`src/rtl/uart_pkg.sv`:
```
// uart_pkg: shared UART types, frame-config layout and baud divisor helper.
package uart_pkg;
    typedef enum logic [1:0] {BAUD_9600, BAUD_19200, BAUD_115200, BAUD_256000} baud_rate_e;
    localparam int StopCfgWidth  = 2;
    localparam int DataCfgWidth  = 2;
    localparam int TotalCfgWidth = 5;
    localparam int DataWidthMax  = 8;
    localparam int DataWidthMin  = 5;
    localparam int StopWidthMin  = 1;
    typedef struct packed {
        logic [DataCfgWidth-1:0] data_cfg;
        logic [StopCfgWidth-1:0] stop_cfg;
        logic                    parity_en;
    } uart_cfg_t;
    typedef enum logic [2:0] {RX_IDLE, RX_START, RX_DATA, RX_PARITY, RX_STOP} uart_rx_state_e;
    function automatic logic [15:0] get_baud_divisor(input int clk_hz, input logic [1:0] baud_sel);
        int baud;
        baud = (baud_sel == BAUD_9600) ? 9600 : (baud_sel == BAUD_19200) ? 19200 :
               (baud_sel == BAUD_115200) ? 115200 : 256000;
        return 16'(clk_hz / (baud * 16));
    endfunction
endpackage

```
`src/rtl/uart_rx_if.sv`:
```
// uart_rx_if: serial input, frame config and valid/ready word output of the receiver.
interface uart_rx_if;
    import uart_pkg::*;
    logic                     rx_i;
    logic [TotalCfgWidth-1:0] cfg_i;
    logic [1:0]               baud_sel_i;
    logic [DataWidthMax-1:0]  rx_data_o;
    logic                     rx_parity_err_o;
    logic                     rx_frame_err_o;
    logic                     rx_valid_o;
    logic                     rx_ready_i;
    logic                     overrun_o;
    logic                     busy_o;
    modport master (input rx_i, cfg_i, baud_sel_i, rx_ready_i,
                    output rx_data_o, rx_parity_err_o, rx_frame_err_o, rx_valid_o, overrun_o, busy_o);
    modport slave (output rx_i, cfg_i, baud_sel_i, rx_ready_i,
                   input rx_data_o, rx_parity_err_o, rx_frame_err_o, rx_valid_o, overrun_o, busy_o);
endinterface

```
`src/rtl/uart_baud_tick.sv`:
```
// uart_baud_tick: oversample tick generator, one tick every divisor clocks, restartable.
module uart_baud_tick #(
    parameter int Width = 16
) (
    input  logic             clk_i,
    input  logic             rst_i,
    input  logic             restart_i,
    input  logic [Width-1:0] divisor_i,
    output logic             tick_o
);
    logic [Width-1:0] cnt;
    assign tick_o = cnt == divisor_i - Width'(1);
    always_ff @(posedge clk_i)
        if (rst_i || restart_i || tick_o) cnt <= '0;
        else cnt <= cnt + Width'(1);
endmodule

```
`src/rtl/uart_rx.sv`:
```
// uart_rx: 16x oversampled UART receiver with one-entry valid/ready output buffer.
// Define UART_RX_MAJORITY_VOTE_EN to vote each bit over ticks 6/7/8 instead of sampling tick 7.
module uart_rx
    import uart_pkg::*;
#(
    parameter int ClkFreqHz  = 50_000_000,
    parameter int Oversample = 16
) (
    input logic      clk_i,
    input logic      rst_i,
    uart_rx_if.master bus
);
    if (Oversample != 16) begin : g_bad_oversample
        $error("uart_rx: Oversample must be 16");
    end
    logic s1, rxs, rxs_d, fall, start, tick, samp, bit_v, deliver, last_data, last_stop;
    logic [3:0] samp_cnt;
    logic [2:0] bit_cnt;
    logic [15:0] div_q;
    logic [DataWidthMax-1:0] shift;
    logic perr, ferr;
    uart_cfg_t cfg_q;
    uart_rx_state_e state, state_n;
    always_ff @(posedge clk_i)
        if (rst_i) {s1, rxs, rxs_d} <= 3'b111;
        else {s1, rxs, rxs_d} <= {bus.rx_i, s1, rxs};
    assign fall  = rxs_d & ~rxs;
    assign start = (state == RX_IDLE) && fall;
    uart_baud_tick u_tick (
        .clk_i     (clk_i),
        .rst_i     (rst_i),
        .restart_i (start),
        .divisor_i (div_q),
        .tick_o    (tick)
    );
    always_ff @(posedge clk_i)
        if (rst_i || start) samp_cnt <= '0;
        else if (tick) samp_cnt <= samp_cnt + 4'd1;
`ifdef UART_RX_MAJORITY_VOTE_EN
    localparam logic [3:0] SampPt = 4'd8;
    logic v6, v7;
    always_ff @(posedge clk_i)
        if (rst_i) {v6, v7} <= 2'b11;
        else begin
            if (tick && samp_cnt == 4'd6) v6 <= rxs;
            if (tick && samp_cnt == 4'd7) v7 <= rxs;
        end
    assign bit_v = (v6 & v7) | (v6 & rxs) | (v7 & rxs);
`else
    localparam logic [3:0] SampPt = 4'd7;
    assign bit_v = rxs;
`endif
    assign samp      = tick && samp_cnt == SampPt;
    assign last_data = bit_cnt == {1'b0, cfg_q.data_cfg} + 3'(DataWidthMin - 1);
    // reserved stop_cfg 3 behaves as a single stop bit
    assign last_stop = bit_cnt[1:0] == ((cfg_q.stop_cfg == 2'd3) ? 2'd0 : cfg_q.stop_cfg);
    always_comb begin
        state_n = state;
        deliver = 1'b0;
        case (state)
            RX_IDLE:   state_n = fall ? RX_START : RX_IDLE;
            RX_START:  state_n = samp ? (bit_v ? RX_IDLE : RX_DATA) : RX_START;
            RX_DATA:   state_n = (samp && last_data) ? (cfg_q.parity_en ? RX_PARITY : RX_STOP) : RX_DATA;
            RX_PARITY: state_n = samp ? RX_STOP : RX_PARITY;
            RX_STOP: begin
                deliver = samp && last_stop;
                state_n = deliver ? RX_IDLE : RX_STOP;
            end
            default:   state_n = RX_IDLE;
        endcase
    end
    always_ff @(posedge clk_i)
        if (rst_i) begin
            state   <= RX_IDLE;
            bit_cnt <= '0;
            shift   <= '0;
            perr    <= 1'b0;
            ferr    <= 1'b0;
            cfg_q   <= '0;
            div_q   <= '0;
        end else begin
            state <= state_n;
            if (start) begin
                cfg_q   <= uart_cfg_t'(bus.cfg_i);
                div_q   <= get_baud_divisor(ClkFreqHz, bus.baud_sel_i);
                shift   <= '0;
                perr    <= 1'b0;
                ferr    <= 1'b0;
                bit_cnt <= '0;
            end
            if (samp && state == RX_DATA) begin
                shift[bit_cnt] <= bit_v;
                bit_cnt        <= last_data ? 3'd0 : bit_cnt + 3'd1;
            end
            if (samp && state == RX_PARITY) perr <= ^shift ^ bit_v;
            if (samp && state == RX_STOP) begin
                ferr    <= ferr | ~bit_v;
                bit_cnt <= bit_cnt + 3'd1;
            end
        end
    always_ff @(posedge clk_i)
        if (rst_i) begin
            bus.rx_data_o       <= '0;
            bus.rx_parity_err_o <= 1'b0;
            bus.rx_frame_err_o  <= 1'b0;
            bus.rx_valid_o      <= 1'b0;
            bus.overrun_o       <= 1'b0;
        end else begin
            bus.overrun_o <= deliver && bus.rx_valid_o && !bus.rx_ready_i;
            if (deliver && !(bus.rx_valid_o && !bus.rx_ready_i)) begin
                bus.rx_data_o       <= shift;
                bus.rx_parity_err_o <= perr;
                bus.rx_frame_err_o  <= ferr | ~bit_v;
                bus.rx_valid_o      <= 1'b1;
            end else if (!deliver && bus.rx_ready_i) bus.rx_valid_o <= 1'b0;
        end
    assign bus.busy_o = state != RX_IDLE;
endmodule

```
`src/flat_wrapper.sv`:
```
// flat-port wrapper written by rule: the top's interface ports become plain ports
module uart_rx_flat import uart_pkg::*;
#(
    parameter int ClkFreqHz  = 50_000_000,
    parameter int Oversample = 16
)
  (clk_i, rst_i, bus_rx_i, bus_cfg_i, bus_baud_sel_i, bus_rx_ready_i, bus_rx_data_o, bus_rx_parity_err_o, bus_rx_frame_err_o, bus_rx_valid_o, bus_overrun_o, bus_busy_o);
  uart_rx_if bus_i ();
  input logic clk_i;
  input logic rst_i;
  input wire logic [$bits(bus_i.rx_i)-1:0] bus_rx_i;
  input wire logic [$bits(bus_i.cfg_i)-1:0] bus_cfg_i;
  input wire logic [$bits(bus_i.baud_sel_i)-1:0] bus_baud_sel_i;
  input wire logic [$bits(bus_i.rx_ready_i)-1:0] bus_rx_ready_i;
  output wire logic [$bits(bus_i.rx_data_o)-1:0] bus_rx_data_o;
  output wire logic [$bits(bus_i.rx_parity_err_o)-1:0] bus_rx_parity_err_o;
  output wire logic [$bits(bus_i.rx_frame_err_o)-1:0] bus_rx_frame_err_o;
  output wire logic [$bits(bus_i.rx_valid_o)-1:0] bus_rx_valid_o;
  output wire logic [$bits(bus_i.overrun_o)-1:0] bus_overrun_o;
  output wire logic [$bits(bus_i.busy_o)-1:0] bus_busy_o;
  assign bus_i.rx_i = bus_rx_i;
  assign bus_i.cfg_i = bus_cfg_i;
  assign bus_i.baud_sel_i = bus_baud_sel_i;
  assign bus_i.rx_ready_i = bus_rx_ready_i;
  assign bus_rx_data_o = bus_i.rx_data_o;
  assign bus_rx_parity_err_o = bus_i.rx_parity_err_o;
  assign bus_rx_frame_err_o = bus_i.rx_frame_err_o;
  assign bus_rx_valid_o = bus_i.rx_valid_o;
  assign bus_overrun_o = bus_i.overrun_o;
  assign bus_busy_o = bus_i.busy_o;
  uart_rx #(.ClkFreqHz(ClkFreqHz), .Oversample(Oversample)) u_core (.clk_i(clk_i), .rst_i(rst_i), .bus(bus_i));
endmodule
```
`config.mk`:
```
export PLATFORM = sky130hd
export DESIGN_NAME = uart_rx_flat
export DESIGN_NICKNAME = d
export VERILOG_FILES = /design/src/rtl/uart_pkg.sv /design/src/rtl/uart_rx_if.sv /design/src/rtl/uart_baud_tick.sv /design/src/rtl/uart_rx.sv /design/src/flat_wrapper.sv
export SDC_FILE = /design/constraint.sdc
export NUM_CORES = 1
export LEC_CHECK = 0
export BUFFER_PORTS_ARGS = -buffer_cell sky130_fd_sc_hd__buf_2
export CORE_MARGIN = 3
export CORE_UTILIZATION = 31
export CTS_CLUSTER_DIAMETER = 60
export DETAILED_ROUTE_END_ITERATION = 16
export REMOVE_ABC_BUFFERS = 1
export SLEW_MARGIN = 5
export SYNTH_ARGS = -nofsm -noshare
export SYNTH_HDL_FRONTEND = slang
export SYNTH_HIERARCHICAL = 1
export SYNTH_SLANG_ARGS = --single-unit
```
`constraint.sdc`:
```
create_clock -name clk_i -period 5.15 [get_ports clk_i]
set_clock_uncertainty 0.2 [all_clocks]
set_input_delay 0.515 -clock clk_i [delete_from_list [all_inputs] [get_ports clk_i]]
set_output_delay 0.515 -clock clk_i [all_outputs]
set_load 0.01 [all_outputs]
```
## Word level (Yosys, flattened, before mapping)

Cells that the tools add are included.

| storage, ports and cells | value |
|---|---|
| bits in registers | 72 |
| latch bits | 0 |
| bits in writable memories | 0 |
| bits in read-only memories | 0 |
| input port bits | 11 |
| logic and storage cells | 96 |
| memories kept | 0 |

| operators by class | value |
|---|---|
| $add $sub $neg | 5 |
| $mul | 0 |
| divide/modulo/power cells | 1 |
| $lt $le $gt $ge | 2 |
| eq/ne operators | 11 |
| shift operators | 0 |
| multiplexer cells | 28 |
| bitwise logic cells | 4 |
| reductions and logical operators | 26 |

Operator list:

| kind | count |
|---|---|
| 28-bit 2-to-1 mux | 2 |
| 27-bit by 32-bit divider with 32-bit output, first input constant | 1 |
| 3-bit 2-to-1 mux | 9 |
| 8-bit 2-to-1 mux | 3 |
| 18-bit 2-to-1 mux | 1 |
| 16-bit by 1-bit adder with 16-bit output, second input constant | 1 |
| 16-bit equality test | 1 |
| 16-bit by 1-bit subtractor with 16-bit output, second input constant | 1 |
| 3-bit one-hot mux with 5 select lines | 1 |
| 1-bit logical AND | 13 |
| 8-bit bitwise mux | 1 |
| 1-bit 2-to-1 mux | 8 |
| 8-bit parity | 1 |
| 3-bit by 2-bit equality test with 1-bit output, second input constant | 2 |
| 2-bit nonzero test | 3 |
| 3-bit nonzero test | 2 |
| 4-bit by 1-bit adder with 4-bit output, second input constant | 1 |
| 2-bit equality test, second input constant | 2 |
| 4-bit by 3-bit equality test with 1-bit output, second input constant | 1 |
| 3-bit by 4-bit < comparator with 1-bit output, second input constant | 1 |
| 2-bit 2-to-1 mux | 2 |
| 2-bit by 3-bit adder with 3-bit output, second input constant | 1 |
| 3-bit by 1-bit adder with 3-bit output, second input constant | 1 |
| 1-bit demux with 3-bit select | 1 |
| other kinds (14) | 17 |

## Depth between registers and ports, before layout

Gate-level depths: netlist (run 1).

| logic depth | value |
|---|---|
| depth in word-level cells | 9 |
| gate-level depth with buffers | 22 |

## Cells and area by module

The synthesis (run 1) kept the hierarchy.

By module, submodules not included:

| module | instances | cells each | area an instance (um2) |
|---|---|---|---|
| uart_rx | 1 | 333 | 2847.7 |
| uart_baud_tick | 1 | 147 | 1209.9 |

## Least setup slack after synthesis (run 1)

Ideal clock, no wire load.

| path | value |
|---|---|
| path kind | input to register |
| start | in bus_baud_sel_i[0] |
| end | reg u_core.div_q[10] |
| library setup time | 126 ps |
| arrival | 3967 ps |
| required time | 4824 ps |
| setup slack | 857 ps |
| stages on the path | 22 |
| path buffers | 1 |
| cell sequence | inv_1 ha_1 and4bb_2 and2_1 ha_1 clkbuf_1 a211oi_1 nor2_1 ha_1 nor2_1 a21oi_1 ha_1 nand4b_1 o211a_1 o211ai_1 a21oi_1 nor2_1 ha_1 a211oi_1 o2111ai_1 a211oi_2 o21ai_0 |

| on the way | value |
|---|---|
| word-level cells in the longest chain between the ends | 5 |
| elaborated cells between the ends (all ways) | 7 |

RTL lines:

| item | line | text |
|---|---|---|
| start, declared | flat_wrapper.sv:13 | `input wire logic [$bits(bus_i.baud_sel_i)-1:0] bus_baud_sel_i;` |
| 2-bit equality test | uart_pkg.sv:19 | `(baud_sel == BAUD_115200) ? 115200 : 256000;` |
| 18-bit 2-to-1 mux | uart_pkg.sv:19 |  |
| 28-bit 2-to-1 mux | uart_pkg.sv:18 | `baud = (baud_sel == BAUD_9600) ? 9600 : (baud_sel == BAUD_19200) ? 19200 :` |
| 28-bit 2-to-1 mux * | uart_pkg.sv:18 |  |
| 27-bit by 32-bit divider with 32-bit output * | uart_pkg.sv:20 | `return 16'(clk_hz / (baud * 16));` |
| end signal, assigned | uart_rx.sv:85 | `div_q <= get_baud_divisor(ClkFreqHz, bus.baud_sel_i);` |
| end, declared | uart_rx.sv:19 | `logic [15:0] div_q;` |

Every way passes the cells marked *; elsewhere a longest branch is shown, timed or not.
A chain may end at the register's enable or synchronous reset.

## Worst setup path after layout (run 1)

| path | value |
|---|---|
| start | in bus_baud_sel_i[0] |
| end | reg u_core.div_q[11] |

The elaborated chain is that of the path after synthesis.

==> flow_metrics.env, run 1 <==
export IMPL_hp_start="bus_rx_i"
export IMPL_final_cell_mix="dfxtp_1, nand2_1, nor2_1"
export IMPL_ir_drop_uv=141.8
export IMPL_period_needed_ps=4632
export IMPL_htree_levels=3
export IMPL_maxSlewHeadroom_pct=45.48
export IMPL_fillers=1371
export IMPL_synth_compound_area_share_pct=12.95
export IMPL_setup_tns_ps=0
export IMPL_place_inst=653
export IMPL_start_util_pct=31.89
export IMPL_path_common_cell="ha_1"
export IMPL_synth_fa_ha_area_share_pct=5.859
export IMPL_p_leak_nw=1.821
export IMPL_syn_to_final_growth_pct=13.60
export IMPL_power_total_mw=1.317
export IMPL_grt_pass1_vias=3242
export IMPL_fmax_mhz=215.9
export IMPL_rsz0062_at_grt="false"
export IMPL_ys_seq_area_share_pct=34.54
export IMPL_power_density_nw_per_um2=285.7
export IMPL_clk_latency_ps=330
export IMPL_antenna_cells=0
export IMPL_cts_tree="built"
export IMPL_synth_cells=480
export IMPL_root_buffer="clkbuf_16"
export IMPL_slew_violations=0
export IMPL_path_class="primary input to flop"
export IMPL_cts_hold_buffers_added=0
export IMPL_synthSimpleGateAreaFrac_pct=28.34
export IMPL_routed_wl_um=9027
export IMPL_via_per_inst=5.033
export IMPL_reg2reg_slack_ps=1110
export IMPL_cts_buffer_depth=2
export IMPL_vias=3367
export IMPL_cpMaxStageDelayCell="ha_1"
export IMPL_cts_setup_buffers=0
export IMPL_min_path_type="primary input to flop"
export IMPL_ys_warn_count=6
export IMPL_hold_viol_final=0
export IMPL_worstPathRequired_ps=5150
export IMPL_die_area_sq_um=14500
export IMPL_period_share_pct=89.95
export IMPL_drt_pre_antenna_iters=4
export IMPL_cts_num_sinks=70
export IMPL_drc=0
export IMPL_synthFlopType="dfxtp_1"
export IMPL_async_flop_share_pct=0
export IMPL_fin_cells=669
export IMPL_drt_initial_drc_count=201
export IMPL_worstReg2RegStart="u_core/div_q[0]$_SDFFE_PP0P_"
export IMPL_fin_area_sq_um=4609
export IMPL_grt_max_degree=37
export IMPL_grt_pass1_wl_um=15740
export IMPL_grt_overflow=0
export IMPL_drive_gt1_share_pct=11.67
export IMPL_antenna_found_initial=0
export IMPL_fin_nets=522
export IMPL_crit_start="bus_baud_sel_i[0]"
export IMPL_cp_start_kind="primary input"
export IMPL_track_usage_pct=13.25
export IMPL_worst_slew_pin_slew_ps=810.3
export IMPL_dieWidth_um=120.4
export IMPL_synth_area_sq_um=4058
export IMPL_synth_cell_types=66
export IMPL_synth_mux_area_share_pct=3.207
export IMPL_slowest_delay_ps=380
export IMPL_gp_congestion=0.8446
export IMPL_post_cts_resized=0
export IMPL_ys_ff_latch=70
export IMPL_num_rows=41
export IMPL_dp_hpwl_um=6365
export IMPL_whs_ps=170.0
export IMPL_placed_area_sq_um=4293
export IMPL_wl_per_cell_um=13.49
export IMPL_die_h_um=120.4
export IMPL_cts_made_buffers=9
export IMPL_timing_critical_path_to_type="flop"
export IMPL_ios=24
export IMPL_arrival_ps=4630
export IMPL_core_area_sq_um=12720
export IMPL_crit_fanout=8
export IMPL_clk_pin_slew_ps=60
export IMPL_cap_violations=0
export IMPL_setup_violations=0
export IMPL_ant_nets=0
export IMPL_layout_commonest_cell="dfxtp_1"
export IMPL_syn_area_per_cell_sq_um=8.453
export IMPL_synth_xor_area_share_pct=10.92
export IMPL_worstPathCellList="buf_2 > inv_1 > ha_1 > and4bb_2 > and2_1 > ha_1 > a211oi_1 > nor2_1 > ha_1 > nor2_1 > a21oi_1 > ha_1 > nand4b_1 > o211a_1 > o211ai_1 > a21oi_1 > nor2_1 > ha_1 > a211oi_1 > o2111ai_1 > a211oi_2 > o21ai_0"
export IMPL_port_buffers=23
export IMPL_synth_edf_count=0
export IMPL_status="completed"
export IMPL_synth_top_family_by_area="simple AND/OR/NAND/NOR gates"
## final cells by class
type                       instances  area (sq um)  share of cell area [%]
tap                              172         215.2                   4.669
multi-input combinational        371          2486                   53.94
clock inverter                     5         83.83                   1.819
sequential                        70          1401                   30.40
clock buffer                      11         232.7                   5.049
timing repair buffer              26         137.6                   2.986
inverter                          14         52.55                   1.140
## per-stage QoR
step	utilization (%)	setup WS [ps]
after floorplan	-	545.7
after global placement	33.74	456.8
after detailed placement	33.74	304.7
after CTS	36.23	607.4
after global routing	36.23	147.5
final	36.23	517.6
## power breakdown
group	total (mW)	leakage [nW]	internal, mW	switching (mW)
combinational	0.103	1.11	0.0416	0.0611
sequential	0.562	0.566	0.549	0.0130
clock	0.652	0.146	0.425	0.227
total	1.32	1.82	1.02	0.301
## logic make-up after synthesis
logic type      after synthesis
fa+ha+maj                    19
flops                        70
xor+xnor                     49
compound gates               78
simple gates                212
mux                          13
buf+inv                      39
## worst max-delay path: cells and delay by family
| kind | cells | cell delay (ps) |
|---|---|---|
| compound gates | 9 | 1640 |
| fa+ha+maj | 5 | 1360 |
| simple gates | 6 | 890 |
| buf+inv | 2 | 230 |
## state kept, by name, indices dropped and copies added (netlist names)
name                        count
u_core/cfg_q                    5
u_core/perr                     1
u_core/bus.rx_frame_err_o       1
u_core/div_q                   14
u_core/shift                    8
u_core/s1                       1
u_core/bus.overrun_o            1
u_core/bit_v                    1
u_core/bus.rx_data_o            8
u_core/bit_cnt                  3
u_core/ferr                     1
u_core/rxs_d                    1
u_core/bus.rx_valid_o           1
u_core/bus.rx_parity_err_o      1
u_core/state                    3
u_core/samp_cnt                 4
u_core/u_tick/cnt              16
## cells in the mapped netlist, drive strengths merged, types with 3 or more instances
master	n	area, sq um
clkbuf	18	68.81
nor2	46	172.7
a211oi	5	42.54
ha	19	237.7
a21oi	31	155.2
or4	3	22.52
a21o	3	22.52
nand2	50	190.2
nand4	11	68.82
buf	7	48.79
or2	6	37.54
o211ai	4	30.03
dfxtp	70	1401
and3	5	31.28
o21ai	13	65.06
xor2	21	183.9
inv	14	52.55
o2111ai	3	26.28
xnor2	27	236.5
nor3	16	90.09
nor3b	4	35.03
nor4	14	102.6
nand2b	4	25.02
nand4b	3	41.29
nand3b	5	37.54
mux2i	13	130.1
nor2b	5	31.28
nand3	27	135.1
## path summary, 6_finish.rpt
path | cells after the start | end
worst max-delay path | 22 | u_core/div_q[11]$_SDFFE_PP0P_
worst min-delay path | 2 | u_core/s1$_SDFF_PP1_
worst min register to register | 1 | u_core/bit_v$_SDFF_PP1_
worst max register to register | 13 | u_core/bus.rx_frame_err_o$_SDFFE_PP0P_
## routing by layer
layer | GRT usage, % | vias up | wire (um)
met3 | 2.760 | 12 | 249
met2 | 21.48 | 48 | 4215
met5 | 0 | - | 0
met4 | 5.028 | 0 | 155
met1 | 17.33 | 1567 | 4407
li1 | - | 1740 | -
(Power assumes the default switching activity.)
==> run 2: changes to the inputs <==
- CORE_UTILIZATION: 31 -> 25
==> flow_metrics.env, run 2 (synthesis results as in run 1) <==
export IMPL_status="completed"
export IMPL_die_area_sq_um=17800
export IMPL_gp_congestion=0.8189
export IMPL_final_cell_mix="dfxtp_1, nand2_1, nor2_1"
export IMPL_cts_setup_buffers=0
export IMPL_fin_cells=707
export IMPL_ios=24
export IMPL_maxSlewHeadroom_pct=45.40
export IMPL_dieWidth_um=133.4
export IMPL_routed_wl_um=9250
export IMPL_grt_max_degree=41
export IMPL_die_h_um=133.4
export IMPL_ant_nets=0
export IMPL_vias=3384
export IMPL_largestRegisters="u_core/u_tick/cnt (16), u_core/div_q (14)"
export IMPL_crit_start="bus_baud_sel_i[0]"
export IMPL_power_density_nw_per_um2=281.9
export IMPL_worst_slew_pin_slew_ps=811.5
export IMPL_cts_made_buffers=9
export IMPL_drt_initial_drc_count=174
export IMPL_worstReg2RegStart="u_core/div_q[0]$_SDFFE_PP0P_"
export IMPL_setup_tns_ps=0
export IMPL_htree_levels=3
export IMPL_timing_critical_path_to_type="flop"
export IMPL_fillers=1693
export IMPL_drc=0
export IMPL_fmax_mhz=220.4
export IMPL_worstPathRequired_ps=5140
export IMPL_slew_violations=0
export IMPL_fin_area_sq_um=4654
export IMPL_drive_gt1_share_pct=11.90
export IMPL_syn_to_final_growth_pct=14.71
export IMPL_p_sw_share_pct=22.90
export IMPL_via_per_inst=4.786
export IMPL_internal_power_mw=1.012
export IMPL_largest_register_ffs=16
export IMPL_cp_start_kind="primary input"
export IMPL_antenna_found_initial=0
export IMPL_place_inst=692
export IMPL_layout_commonest_cell="dfxtp_1"
export IMPL_clk_latency_ps=330
export IMPL_setup_violations=0
export IMPL_post_cts_resized=0
export IMPL_reg2regPathDepth=12
export IMPL_grt_pass1_wl_um=16050
export IMPL_placed_area_sq_um=4342
export IMPL_root_buffer="clkbuf_16"
export IMPL_p_comb_share_pct=7.9
export IMPL_grt_pass1_vias=3253
export IMPL_min_path_type="primary input to flop"
export IMPL_period_share_pct=88.09
export IMPL_path_class="primary input to flop"
export IMPL_grt_overflow=0
export IMPL_fin_nets=522
export IMPL_dp_hpwl_um=6622
export IMPL_period_needed_ps=4536
export IMPL_cts_num_sinks=70
export IMPL_track_usage_pct=10.73
export IMPL_p_leak_nw=1.830
export IMPL_core_area_sq_um=15540
export IMPL_num_rows=45
export IMPL_cts_tree="built"
export IMPL_reg2reg_slack_ps=1040
export IMPL_whs_ps=191.1
export IMPL_pwr_share_clk_pct=49.2
export IMPL_switchingPower_uw=300.4
export IMPL_drt_pre_antenna_iters=4
export IMPL_regToRegEndpoint="u_core/shift[7]$_SDFF_PP0_"
export IMPL_largest_register="u_core/u_tick/cnt"
export IMPL_cts_buffer_depth=2
export IMPL_clk_pin_slew_ps=60
export IMPL_arrival_ps=4530
export IMPL_antenna_cells=0
export IMPL_wl_per_cell_um=13.08
export IMPL_start_util_pct=26.11
export IMPL_hold_viol_final=0
export IMPL_crit_fanout=8
export IMPL_port_buffers=23
export IMPL_cts_hold_buffers_added=0
export IMPL_fin_util_pct=29.95
export IMPL_cap_violations=0
export IMPL_p_seq_share_pct=42.8
export IMPL_ir_drop_uv=173.2
export IMPL_crit_path_end="u_core/div_q[12]$_SDFFE_PP0P_"
export IMPL_rsz0062_at_grt="false"
## run 2: power groups by stage
| stage | combinational (mW) | clock (mW) | sequential (mW) |
|---|---|---|---|
| global route | 0.117 | 0.686 | 0.563 |
| finish | 0.104 | 0.646 | 0.562 |
| CTS | 0.104 | 0.661 | 0.562 |
| detailed placement | 0.104 | 0 | 0.574 |
| global placement | 0.101 | 0 | 0.573 |
| floorplan | 0.0723 | 0 | 0.570 |
## run 2: critical path, stage by stage
cell and delay (ps):
buf_2 130, inv_1 100, ha_1 390, and4bb_2 270, and2_1 160, ha_1 270
a211oi_1 190, nor2_1 60, ha_1 230, nor2_1 200, a21oi_1 120, ha_1 280
nand4b_1 90, o211a_1 150, o211ai_1 120, a21oi_1 210, nor2_1 60, ha_1 180
a211oi_1 220, o2111ai_1 160, a211oi_2 290, o21ai_0 130
## run 2: per-layer routing
metal  GRT usage [%]  wire length (um)  vias to the layer above  share of wire [%]
li1                -                 -                     1729                  -
met1           14.76              4675                     1602                 51
met2           17.04              4196                       38                 45
met3           1.888               219                       15                2.4
met4           3.543               158                        0                1.7
met5               0                 0                        -                  0
## run 2: final cells by class
class	instances	area (sq um)	share of cell area [%]
sequential	70	1401	30.11
clock inverter	6	87.58	1.882
clock buffer	9	225.2	4.839
inverter	14	52.55	1.129
timing repair buffer	26	137.6	2.957
tap	211	264.0	5.672
multi-input combinational	371	2486	53.41
## run 2: metrics by stage
step                total power, mW  setup WS (ps)
floorplan                    0.6427          545.7
global placement             0.6745          415.2
detailed placement           0.6776          283.4
CTS                           1.327          603.3
global route                  1.367          151.1
finish                        1.312          613.5
## run 2: how the worst min path moves through the flow
| stage | start | endpoint | slack, ps | cells after the start |
|---|---|---|---|---|
| CTS | bus_rx_i | u_core/s1$_SDFF_PP1_ | 180 | 2 |
| global placement | u_core/s1$_SDFF_PP1_ | u_core/bit_v$_SDFF_PP1_ | 190 | 1 |
| finish | bus_rx_i | u_core/s1$_SDFF_PP1_ | 190 | 2 |
| global route | bus_rx_i | u_core/s1$_SDFF_PP1_ | 200 | 2 |
| detailed placement | u_core/s1$_SDFF_PP1_ | u_core/bit_v$_SDFF_PP1_ | 190 | 1 |
| floorplan | u_core/s1$_SDFF_PP1_ | u_core/bit_v$_SDFF_PP1_ | 190 | 1 |
